$ cat config.mk
export PLATFORM = sky130hd
export DESIGN_NAME = boss_projectile_engine
export DESIGN_NICKNAME = d
export VERILOG_FILES = /design/src/rtl/boss_projectile_engine_pkg.sv /design/src/rtl/boss_projectile_engine_proj_slot.sv /design/src/rtl/boss_projectile_engine.sv
export SDC_FILE = /design/constraint.sdc
export NUM_CORES = 2
export LEC_CHECK = 0
export ABC_AREA = 1
export ABC_CLOCK_PERIOD_IN_PS = 8100
export BUFFER_PORTS_ARGS = -buffer_cell sky130_fd_sc_hd__buf_4
export CAP_MARGIN = 20
export CORE_MARGIN = 5
export CORE_UTILIZATION = 60
export DETAILED_ROUTE_END_ITERATION = 10
export PLACE_DENSITY_LB_ADDON = 0.12
export SLEW_MARGIN = 20
export SYNTH_ARGS = -nofsm -noshare
export SYNTH_HDL_FRONTEND = slang
export SYNTH_SLANG_ARGS = --single-unit
$ cat constraint.sdc
create_clock -name clk_master -period 8.1 [get_ports clk_master]
set_input_delay 0.81 -clock clk_master [delete_from_list [all_inputs] [get_ports clk_master]]
set_output_delay 0.81 -clock clk_master [all_outputs]
set_load 0.02 [all_outputs]
$ cat src/rtl/boss_projectile_engine_pkg.sv
// ---------------------------------------------------------------------------
// boss_projectile_engine_pkg
// Shared definitions for the boss projectile engine: attack-type codes,
// playfield bounds, volley geometry, load-FSM states and the box-overlap
// helper used by every projectile slot.
// ---------------------------------------------------------------------------
package boss_projectile_engine_pkg;

    // Attack-type codes as delivered by the boss controller.
    typedef enum logic [1:0] {
        ATK_PROJ = 2'b00,   // straight down
        ATK_BEAM = 2'b01,   // stationary, time-limited
        ATK_DIAG = 2'b10,   // diagonal down-left / down-right
        ATK_NONE = 2'b11    // volley ignored
    } attack_t;

    typedef enum logic {
        ST_IDLE,
        ST_LOAD
    } load_state_t;

    // One spawn position within a volley.
    typedef struct packed {
        logic [9:0] x;
        logic [8:0] y;
    } coord_t;

    localparam int VOLLEY_SIZE = 5;

    // Playfield bounds in 11-bit form so motion arithmetic never wraps.
    localparam logic [10:0] X_MIN = 11'd144;   // inclusive
    localparam logic [10:0] X_MAX = 11'd784;   // exclusive
    localparam logic [10:0] Y_MAX = 11'd511;   // exclusive

    // Axis-aligned box overlap; sums are widened by one bit to avoid wrap.
    function automatic logic box_overlap(
        input logic [9:0] ax, input logic [8:0] ay,
        input logic [9:0] aw, input logic [8:0] ah,
        input logic [9:0] bx, input logic [8:0] by,
        input logic [9:0] bw, input logic [8:0] bh
    );
        return ({1'b0, ax} < ({1'b0, bx} + {1'b0, bw})) &&
               ({1'b0, bx} < ({1'b0, ax} + {1'b0, aw})) &&
               ({1'b0, ay} < ({1'b0, by} + {1'b0, bh})) &&
               ({1'b0, by} < ({1'b0, ay} + {1'b0, ah}));
    endfunction

endpackage

$ cat src/rtl/boss_projectile_engine_proj_slot.sv
// ---------------------------------------------------------------------------
// proj_slot
// One projectile slot: holds position/size/type, advances once per frame,
// retires itself when it leaves the playfield, hits a player (proj/diag)
// or a beam's lifetime expires, and reports a player overlap on the frame.
//
// Ports
//   clk_master, rst        clock, synchronous active-high reset
//   pulse_frame            one-cycle frame tick
//   wr_en                  load spawn values into this slot (wins over motion)
//   wr_type, wr_dir_left   attack type and diagonal direction of the spawn
//   wr_x/wr_y/wr_w/wr_h    spawn box
//   player_x/y/w/h         player box for the overlap test
//   valid, x, y, w, h      current slot state for the renderer
//   hit                    combinational: this slot overlaps the player on
//                          the current frame tick (pre-update position)
// ---------------------------------------------------------------------------
module proj_slot
    import boss_projectile_engine_pkg::*;
#(
    parameter int PROJ_SPEED = 4,
    parameter int DIAG_SPEED = 3,
    parameter int BEAM_LIFE  = 60
) (
    input  logic        clk_master,
    input  logic        rst,
    input  logic        pulse_frame,
    input  logic        wr_en,
    input  attack_t     wr_type,
    input  logic        wr_dir_left,
    input  logic [9:0]  wr_x,
    input  logic [8:0]  wr_y,
    input  logic [9:0]  wr_w,
    input  logic [8:0]  wr_h,
    input  logic [9:0]  player_x,
    input  logic [8:0]  player_y,
    input  logic [9:0]  player_w,
    input  logic [8:0]  player_h,
    output logic        valid,
    output logic [9:0]  x,
    output logic [8:0]  y,
    output logic [9:0]  w,
    output logic [8:0]  h,
    output logic        hit
);

    attack_t    type_q;
    logic       dir_left_q;
    logic [7:0] life_q;
    logic       spent_q;

    logic [10:0] next_x;
    logic [10:0] next_y;
    logic [11:0] next_right;
    logic        x_under;
    logic        out_of_bounds;
    logic        beam_expire;
    logic        retire;

    // NOTE: every signal assigned in always_comb gets a default at the top so
    // no path leaves it unassigned, which would otherwise infer a latch.
    always_comb begin
        next_x  = {1'b0, x};
        next_y  = {2'b0, y};
        x_under = 1'b0;
        case (type_q)
            ATK_PROJ: next_y = {2'b0, y} + 11'(PROJ_SPEED);
            ATK_DIAG: begin
                next_y = {2'b0, y} + 11'(DIAG_SPEED);
                if (dir_left_q) begin
                    // Moving left past zero counts as leaving the playfield.
                    x_under = ({1'b0, x} < 11'(DIAG_SPEED));
                    next_x  = {1'b0, x} - 11'(DIAG_SPEED);
                end else begin
                    next_x  = {1'b0, x} + 11'(DIAG_SPEED);
                end
            end
            default: ;
        endcase

        next_right    = {1'b0, next_x} + {2'b0, w};
        out_of_bounds = (next_y >= Y_MAX) || x_under || (next_x < X_MIN) ||
                        (next_right > {1'b0, X_MAX});
        beam_expire   = (type_q == ATK_BEAM) && (life_q == 8'd1);

        // A spent beam stays visible but can never hit again.
        hit    = pulse_frame && valid && !spent_q &&
                 box_overlap(x, y, w, h, player_x, player_y, player_w, player_h);
        retire = out_of_bounds || beam_expire || (hit && (type_q != ATK_BEAM));
    end

    // NOTE: sequential state uses non-blocking assignments only, so every
    // slot samples the same pre-edge values regardless of evaluation order.
    always_ff @(posedge clk_master) begin
        if (rst) begin
            valid      <= 1'b0;
            type_q     <= ATK_PROJ;
            dir_left_q <= 1'b0;
            life_q     <= '0;
            spent_q    <= 1'b0;
            x          <= '0;
            y          <= '0;
            w          <= '0;
            h          <= '0;
        end else if (wr_en) begin
            // A fresh spawn skips motion on a coincident frame tick.
            valid      <= 1'b1;
            type_q     <= wr_type;
            dir_left_q <= wr_dir_left;
            life_q     <= 8'(BEAM_LIFE);
            spent_q    <= 1'b0;
            x          <= wr_x;
            y          <= wr_y;
            w          <= wr_w;
            h          <= wr_h;
        end else if (pulse_frame && valid) begin
            if (retire) begin
                valid <= 1'b0;
            end else begin
                x <= next_x[9:0];
                y <= next_y[8:0];
                if (type_q == ATK_BEAM) begin
                    life_q <= life_q - 8'd1;
                end
                if (hit) begin
                    spent_q <= 1'b1;
                end
            end
        end
    end

endmodule

$ cat src/rtl/boss_projectile_engine.sv
// ---------------------------------------------------------------------------
// boss_projectile_engine
// Captures boss volley descriptors, loads up to five projectiles into a pool
// of SLOTS slots (one entry per cycle), advances them every frame, and
// reports player hits and projectiles dropped because the pool was full.
//
// Ports
//   clk_master, rst             clock, synchronous active-high reset
//   pulse_frame                 one-cycle frame tick
//   bossShoot, attackType       volley strobe and type (11 = ignored)
//   proj1X..proj5X, proj1Y..    spawn coordinates; (0,0) marks an empty entry
//   projW, projH                size shared by the whole volley
//   playerX/Y/W/H               player box
//   slotValid                   per-slot valid
//   slotX/slotY/slotW/slotH     flattened slot buses, slot i at [N*i +: N]
//   playerHit                   one-cycle pulse after a frame with any hit
//   dropCount                   saturating count of projectiles lost
// ---------------------------------------------------------------------------
module boss_projectile_engine
    import boss_projectile_engine_pkg::*;
#(
    parameter int SLOTS      = 10,
    parameter int PROJ_SPEED = 4,
    parameter int DIAG_SPEED = 3,
    parameter int BEAM_LIFE  = 60
) (
    input  logic              clk_master,
    input  logic              rst,
    input  logic              pulse_frame,
    input  logic              bossShoot,
    input  logic [1:0]        attackType,
    input  logic [9:0]        proj1X,
    input  logic [9:0]        proj2X,
    input  logic [9:0]        proj3X,
    input  logic [9:0]        proj4X,
    input  logic [9:0]        proj5X,
    input  logic [8:0]        proj1Y,
    input  logic [8:0]        proj2Y,
    input  logic [8:0]        proj3Y,
    input  logic [8:0]        proj4Y,
    input  logic [8:0]        proj5Y,
    input  logic [9:0]        projW,
    input  logic [8:0]        projH,
    input  logic [9:0]        playerX,
    input  logic [8:0]        playerY,
    input  logic [9:0]        playerW,
    input  logic [8:0]        playerH,
    output logic [SLOTS-1:0]  slotValid,
    output logic [10*SLOTS-1:0] slotX,
    output logic [9*SLOTS-1:0]  slotY,
    output logic [10*SLOTS-1:0] slotW,
    output logic [9*SLOTS-1:0]  slotH,
    output logic              playerHit,
    output logic [7:0]        dropCount
);

    localparam int IDX_W = $clog2(SLOTS);

    load_state_t state_q;
    logic [2:0]  idx_q;

    coord_t      cap_entry [VOLLEY_SIZE];
    logic [9:0]  cap_w;
    logic [8:0]  cap_h;
    attack_t     cap_type;

    coord_t           cur_entry;
    logic             entry_live;
    logic             free_found;
    logic [IDX_W-1:0] free_idx;
    logic [SLOTS-1:0] wr_vec;
    logic [SLOTS-1:0] slot_hit;
    logic             capture;

    assign capture = (state_q == ST_IDLE) && bossShoot && (attack_t'(attackType) != ATK_NONE);

    // NOTE: capture registers carry no reset; they are only read during LOAD,
    // which is always preceded by a capture, so their reset value never matters.
    always_ff @(posedge clk_master) begin
        if (capture) begin
            cap_entry[0] <= '{x: proj1X, y: proj1Y};
            cap_entry[1] <= '{x: proj2X, y: proj2Y};
            cap_entry[2] <= '{x: proj3X, y: proj3Y};
            cap_entry[3] <= '{x: proj4X, y: proj4Y};
            cap_entry[4] <= '{x: proj5X, y: proj5Y};
            cap_w        <= projW;
            cap_h        <= projH;
            cap_type     <= attack_t'(attackType);
        end
    end

    // Current entry, lowest-index free slot, and the one-hot slot write.
    always_comb begin
        cur_entry  = cap_entry[idx_q];
        entry_live = (state_q == ST_LOAD) && !((cur_entry.x == '0) && (cur_entry.y == '0));

        free_found = 1'b0;
        free_idx   = '0;
        // Scan downward so the lowest free index is the last one assigned.
        for (int i = SLOTS - 1; i >= 0; i--) begin
            if (!slotValid[i]) begin
                free_found = 1'b1;
                free_idx   = IDX_W'(i);
            end
        end

        wr_vec = '0;
        if (entry_live && free_found) begin
            wr_vec[free_idx] = 1'b1;
        end
    end

    // Load FSM, hit pulse and drop counter.
    always_ff @(posedge clk_master) begin
        if (rst) begin
            state_q   <= ST_IDLE;
            idx_q     <= '0;
            playerHit <= 1'b0;
            dropCount <= '0;
        end else begin
            playerHit <= |slot_hit;
            case (state_q)
                ST_IDLE: begin
                    if (capture) begin
                        state_q <= ST_LOAD;
                        idx_q   <= '0;
                    end
                end
                ST_LOAD: begin
                    if (entry_live && !free_found && (dropCount != 8'hFF)) begin
                        dropCount <= dropCount + 8'd1;
                    end
                    if (idx_q == 3'(VOLLEY_SIZE - 1)) begin
                        state_q <= ST_IDLE;
                        idx_q   <= '0;
                    end else begin
                        idx_q <= idx_q + 3'd1;
                    end
                end
                default: state_q <= ST_IDLE;
            endcase
        end
    end

    for (genvar g = 0; g < SLOTS; g++) begin : g_slot
        proj_slot #(
            .PROJ_SPEED (PROJ_SPEED),
            .DIAG_SPEED (DIAG_SPEED),
            .BEAM_LIFE  (BEAM_LIFE)
        ) u_slot (
            .clk_master  (clk_master),
            .rst         (rst),
            .pulse_frame (pulse_frame),
            .wr_en       (wr_vec[g]),
            .wr_type     (cap_type),
            .wr_dir_left (idx_q == 3'd0),
            .wr_x        (cur_entry.x),
            .wr_y        (cur_entry.y),
            .wr_w        (cap_w),
            .wr_h        (cap_h),
            .player_x    (playerX),
            .player_y    (playerY),
            .player_w    (playerW),
            .player_h    (playerH),
            .valid       (slotValid[g]),
            .x           (slotX[10*g +: 10]),
            .y           (slotY[9*g +: 9]),
            .w           (slotW[10*g +: 10]),
            .h           (slotH[9*g +: 9]),
            .hit         (slot_hit[g])
        );
    end

endmodule

== After elaboration in Yosys (flattened, before gate mapping) ==
Memories as Yosys holds them, arrays and structs flattened. A register that Yosys moved wholly into a read port is not among the register bits.
Cells that the tools add are included.
Widths: inputs -> output; s select.

* Bits in registers: 544
* Bits in latches: 0
* Bits in writable memories: 95
* ROM bits: 0
* Input port bits: 158
* Output and inout bits: 399
* Word-level logic and storage cells: 806
* Memories kept: 1

{| class="wikitable"
|+ Memories
! memory !! depth !! width !! rd ports !! clocked after Yosys merged registers in !! wr ports !! line !! source
|-
| cap_entry || 5 || 19 || 1 || 1 || 5 || boss_projectile_engine.sv:62 || <nowiki>coord_t cap_entry [VOLLEY_SIZE];</nowiki>
|}

* Add/subtract/negate cells: 84
* Multiply operators: 0
* Div/mod/pow operators: 0
* $lt $le $gt $ge: 82
* Equal/unequal tests: 54
* Shift operators: 0
* Mux-type cells: 212
* Bitwise gates (word level): 11
* Reductions and logical operators: 255

{| class="wikitable"
|+ Operators by type and width
! cell !! number
|-
| $mux 10 || 31
|-
| $mux 9 || 30
|-
| $mux 6 || 40
|-
| $lt 10x11->1 || 20
|-
| $mux 11 || 20
|-
| $pmux 11 s2 || 10
|-
| $lt 9x10->1 || 20
|-
| $add 10x10->11 || 11
|-
| $add 11x10->12 || 10
|-
| $gt 12x10->1 const B || 10
|-
| $add 10x2->11 const B || 10
|-
| $add 9x9->10 || 11
|-
| $ge 11x9->1 const B || 10
|-
| $lt 11x8->1 const B || 10
|-
| $sub 10x2->11 const B || 10
|-
| $add 9x2->10 const B || 10
|-
| $add 9x3->10 const B || 10
|-
| $lt 10x2->1 const B || 10
|-
| $reduce_and 3->1 || 30
|-
| $logic_and 1x1->1 || 88
|-
| $eq 8x1->1 const B || 10
|-
| $sub 8x1->8 const B || 10
|-
| $mux 1 || 64
|-
| $reduce_bool 2->1 || 30
|-
| other kinds (25) || 183
|}

== Depth between registers and ports, before layout ==
* Depth in word-level cells: 17
* Gate-level depth with buffers: 29
* Mapped depth without buffers: 28

== Cells and area by module ==
Synthesis repeated with hierarchy kept, for this count alone.

* Cell total of the unflattened synthesis: 10,354
* Area total of the unflattened synthesis: 65,704.3 um^2

{| class="wikitable"
|+ Modules (own cells, without submodules)
! module !! instances !! cells each !! area an instance (um^2) !! seq. area each (um^2)
|-
| proj_slot at g_slot[2].u_slot ... || 5 || 984 || 6,004.5 || 1,021.0
|-
| proj_slot at g_slot[0].u_slot ... || 2 || 979 || 6,009.5 || 1,021.0
|-
| proj_slot at g_slot[5].u_slot || 1 || 994 || 6,057.1 || 1,021.0
|-
| proj_slot at g_slot[1].u_slot || 1 || 997 || 6,040.8 || 1,021.0
|-
| proj_slot at g_slot[9].u_slot || 1 || 927 || 5,926.9 || 1,021.0
|-
| boss_projectile_engine || 1 || 558 || 5,637.9 || 3,803.6
|}

== Worst setup path before layout ==
OpenSTA, ideal clock, no wires.

* Path type: input to register
* Start point: in attackType[0]
* End point: mem cap_entry[0][0] in the netlist's numbering, enable pin
* Setup time: 594 ps
* Data arrival time: 5,789 ps
* Required time: 7,506 ps
* Setup slack: 1,717 ps
* Cell stages on the path: 3
* Buffers on the path: 0
* Path through: nand2_1 > nand2_1 > nor2_1

{| class="wikitable"
|+ RTL lines
! item !! line !! source
|-
| from (decl) || boss_projectile_engine.sv:31 || <nowiki>input logic [1:0] attackType,</nowiki>
|-
| to (decl) || boss_projectile_engine.sv:62 ||
|}

== Worst setup path after layout ==
* Start point: in playerX[1]
* End point: reg g_slot[9].u_slot.x[3]

* Longest elaborated chain between the ends: 10
* Elaborated cells on any way between the ends: 11
* Classes of those cells: add/sub: 1; order compare: 2; eq/ne: 1; reduce/logical: 7

{| class="wikitable"
|+ RTL lines
! item !! line !! source
|-
| from (decl) || boss_projectile_engine.sv:44 || <nowiki>input logic [9:0] playerX,</nowiki>
|-
| $add 10x10->11 || boss_projectile_engine_pkg.sv:42 || <nowiki>return ({1'b0, ax} < ({1'b0, bx} + {1'b0, bw})) &&</nowiki>
|-
| $lt 10x11->1 || boss_projectile_engine_pkg.sv:42 ||
|-
| $logic_and 1x1->1 * || boss_projectile_engine_pkg.sv:42 ||
|-
| $logic_and 1x1->1 * || boss_projectile_engine_pkg.sv:43 || <nowiki>({1'b0, bx} < ({1'b0, ax} + {1'b0, aw})) &&</nowiki>
|-
| $logic_and 1x1->1 * || boss_projectile_engine_pkg.sv:44 || <nowiki>({1'b0, ay} < ({1'b0, by} + {1'b0, bh})) &&</nowiki>
|-
| $logic_and 1x1->1 * || boss_projectile_engine_proj_slot.sv:87 || <nowiki>hit = pulse_frame && valid && !spent_q &&</nowiki>
|-
| $logic_and 1x1->1 * || boss_projectile_engine_proj_slot.sv:89 || <nowiki>retire = out_of_bounds || beam_expire || (hit && (type_q != ATK_BEAM));</nowiki>
|-
| $logic_or 1x1->1 * || boss_projectile_engine_proj_slot.sv:89 ||
|-
| $ne 2x2->1 (no line) * || n/a ||
|-
| $reduce_and 2->1 (no line) * || n/a ||
|-
| to (signal assigned) || boss_projectile_engine_proj_slot.sv:112 || <nowiki>x <= wr_x;</nowiki>
|-
| to (signal assigned) || boss_projectile_engine_proj_slot.sv:120 || <nowiki>x <= next_x[9:0];</nowiki>
|-
| to (decl) || boss_projectile_engine_proj_slot.sv:40 || <nowiki>output logic [9:0] x,</nowiki>
|}

Mark *: on every way between the ends. The rest lies on a longest branch, timed or not.
A chain may end at the register's enable or synchronous reset.

==> flow_metrics.tcl <==
set metrics [dict create \
    ios 557 \
    cts_resized 0 \
    placed_cells 10500 \
    hpwl_mm 162 \
    wl_mm 228 \
    start_util 0.604 \
    status "finished clean" \
    synth_top_area_frac 0.184 \
    fin_crit_ns 5.57 \
    finalCritPeriodShare 0.687 \
    drt_iter0_drc 7628 \
    grt_pass1_wl_mm 335 \
    cts_sinks 642 \
    crit_type "primary input to flip-flop" \
    stdcell_count 10600 \
    synth_cell_types 56 \
    gr-usage-all-layers 0.424 \
    slew_viol_final 0 \
    required_ns 8.68 \
    yosys.area.top_type "dfxtp_1" \
    syn_area_mm2 0.0573 \
    routabilityCongestion 0.993 \
    cts_setup_buffers 0 \
    dr_total_vias 62400 \
    nets 10200 \
    tns_ns 0 \
    syn_inst 8824 \
    yosys-top-cells-area "dfxtp_1, nand2_1, ha_1" \
    worst_slew_pin_slew_ns 1.30 \
    dieArea_mm2 0.102 \
    drv_cap 0 \
    cts.clk_slew.worst_paths_ns 0.07 \
    final_layout_size_suffix_gt1_frac 0.0957 \
    cp.arrival_ns 6.15 \
    ys_ff_latch 642 \
    hold_viol 0 \
    rsz0062_at_grt "false" \
    ant_nets 0 \
    viasPerCell 5.88 \
    root_buffer "clkbuf_16" \
    antenna_found_initial 26 \
    slew_headroom 0.131 \
    rows 113 \
    setup_slack_ns 2.53 \
    drcViolationCount 0 \
    setup_viol 0 \
    grt_pass1_vias 56100 \
    port_buffers 556 \
    firstDrtPassIters 9 \
    clock_latency_ns 0.68 \
    end_kind "flip-flop" \
    ctsHoldBuffers 0 \
    area.growth.synth_to_final_pct 14.0 \
    hold_class "primary input to flip-flop" \
    synth-edff-count 116 \
    start_kind "primary input" \
    ys_seq_area_frac 0.245 \
    ys.flop_type "dfxtp_1" \
    max_freq_mhz 180 \
    skew_ns 0.0449 \
    power_per_cell_area_mw_per_mm2 133 \
    yosys_warnings 0 \
    die_w_um 319 \
    power.leakage_nw 31.7 \
    synthArstFlopShare 0 \
    synth_fp_nets 9736 \
    wire_per_inst_um 21.5 \
    clockBufferDepth 3 \
    grt.overflow.total 0 \
    cts_tree "built" \
    chipHeight_um 319 \
    cts_max_level 3 \
    pre_cts_ws_ns 2.08 \
    numCtsBuffers 77 \
    coreArea_mm2 0.0949 \
    grt_start_max_net_pins 90 \
    ir_worst_vdd_uv 189 \
    synth.avg_cell_area_um2 6.49 \
    crit_path_max_fanout 20 \
]
area by class of cell:
cell class	instances	area (um2)
diodes	19	47.5
clock buffers	96	2110
clock inverters	39	517
fillers	8488	29600
inverters	931	3500
multi-input cells	6988	38700
flip-flops and latches	642	14000
well taps	1265	1580
repair buffers	637	4820
sequential cells by signal, summed over array words and instances (netlist names), named ones only:
signal,cells
cap_h,9
cap_w,10
g_slot.u_slot.x,100
cap_entry,95
dropCount,8
g_slot.u_slot.valid,10
idx_q,3
g_slot.u_slot.spent_q,10
g_slot.u_slot.life_q,80
g_slot.u_slot.w,100
g_slot.u_slot.y,90
cap_type,2
g_slot.u_slot.dir_left_q,10
state_q,1
g_slot.u_slot.type_q,20
g_slot.u_slot.h,90
playerHit,1
synthesized netlist by cell type (70+ instances only):
cell,instances
nand2_1,2680
nor2_1,946
inv_1,900
a21oi_1,838
ha_1,722
dfxtp_1,526
nand3_1,520
o21ai_0,376
xor2_1,218
edfxtp_1,116
nand4_1,116
clkbuf_1,107
xnor2_1,106
buf_2,89
nor3_1,71
o21ai_1,70
layer usage:
layer	track usage	share of wire	up-vias
met2	0.633	0.41	3631
met5	0	0.00037	-
li1	-	-	29700
met1	0.539	0.37	28300
met3	0.117	0.14	749
met4	0.278	0.079	14
power by group:
| group | total, W | internal [W] | switching [W] |
|---|---|---|---|
| Sequential | 0.00340 | 0.00332 | 0.0000871 |
| Clock | 0.00374 | 0.00220 | 0.00154 |
| Combinational | 0.00152 | 0.000423 | 0.00109 |
| Total | 0.00866 | 0.00594 | 0.00272 |
placed cells by master, fill, tap and decap left out, types with 19 or more instances in the layout:
cell / n
nand2_1: 2680
nor2_1: 945
inv_1: 899
a21oi_1: 838
ha_1: 722
buf_4: 633
dfxtp_1: 526
nand3_1: 519
o21ai_0: 371
xor2_1: 205
nand4_1: 116
edfxtp_1: 116
xnor2_1: 104
clkbuf_16: 80
nor3_1: 71
o21ai_1: 60
o21bai_1: 33
a21o_1: 33
fa_1: 32
nand3b_1: 30
a31oi_1: 24
or2_2: 22
inv_2: 20
diode_2: 19
nor2_2: 19
metrics by stage:
stage	total power, W	util	cell area (um2)	hold slack, ns
floorplan	0.00416	-	57300	0.430
detailed placement	0.00490	0.659	62600	0.442
global route	0.00888	0.688	65200	0.306
global placement	0.00486	0.659	62500	0.437
CTS	0.00859	0.687	65200	0.292
finish	0.00866	0.688	65300	0.307
final timing paths:
| path | start | end | slack [ns] | depth (start not counted) |
|---|---|---|---|---|
| hold / removal | proj5X[6] | cap_entry[4][15]$_DFFE_PP_ | 0.31 | 1 |
| setup reg to reg | flip-flop | g_slot[1].u_slot.dir_left_q$_SDFFE_PP0P_ | 2.91 | 15 |
| hold reg to reg | g_slot[1].u_slot.spent_q$_SDFFE_PP0P_ | g_slot[1].u_slot.spent_q$_SDFFE_PP0P_ | 0.45 | 2 |
| setup / recovery | playerX[1] | g_slot[9].u_slot.x[3]$_SDFFE_PP0P_ | 2.53 | 23 |
cell families (layout without fill, tap and decap cells):
family	Yosys count	count (layout)	synth area share
buf+inv	1194	1703	0.0836
compound gates	1443	1443	0.133
flops	642	642	0.245
other cells	0	19	0
fa+ha+maj	754	754	0.169
xor+xnor	324	324	0.0496
simple gates	4467	4467	0.320
worst max-delay path, stage by stage:
cell,delay [ns]
buf_4,0.34
inv_1,0.12
fa_1,0.56
o31ai_1,0.57
xor2_4,0.72
buf_4,0.32
ha_1,0.27
a21oi_1,0.16
o21a_1,0.12
nand2_1,0.04
nand2_1,0.05
nand2_1,0.05
nand2_1,0.06
nand2_1,0.04
nand2_1,0.05
nand2_1,0.05
nor2_1,0.21
nand2_1,0.18
nand3b_1,0.20
nand2_1,0.46
inv_2,0.50
nand2_1,0.09
a21oi_1,0.15
(Power assumes the default switching activity.)
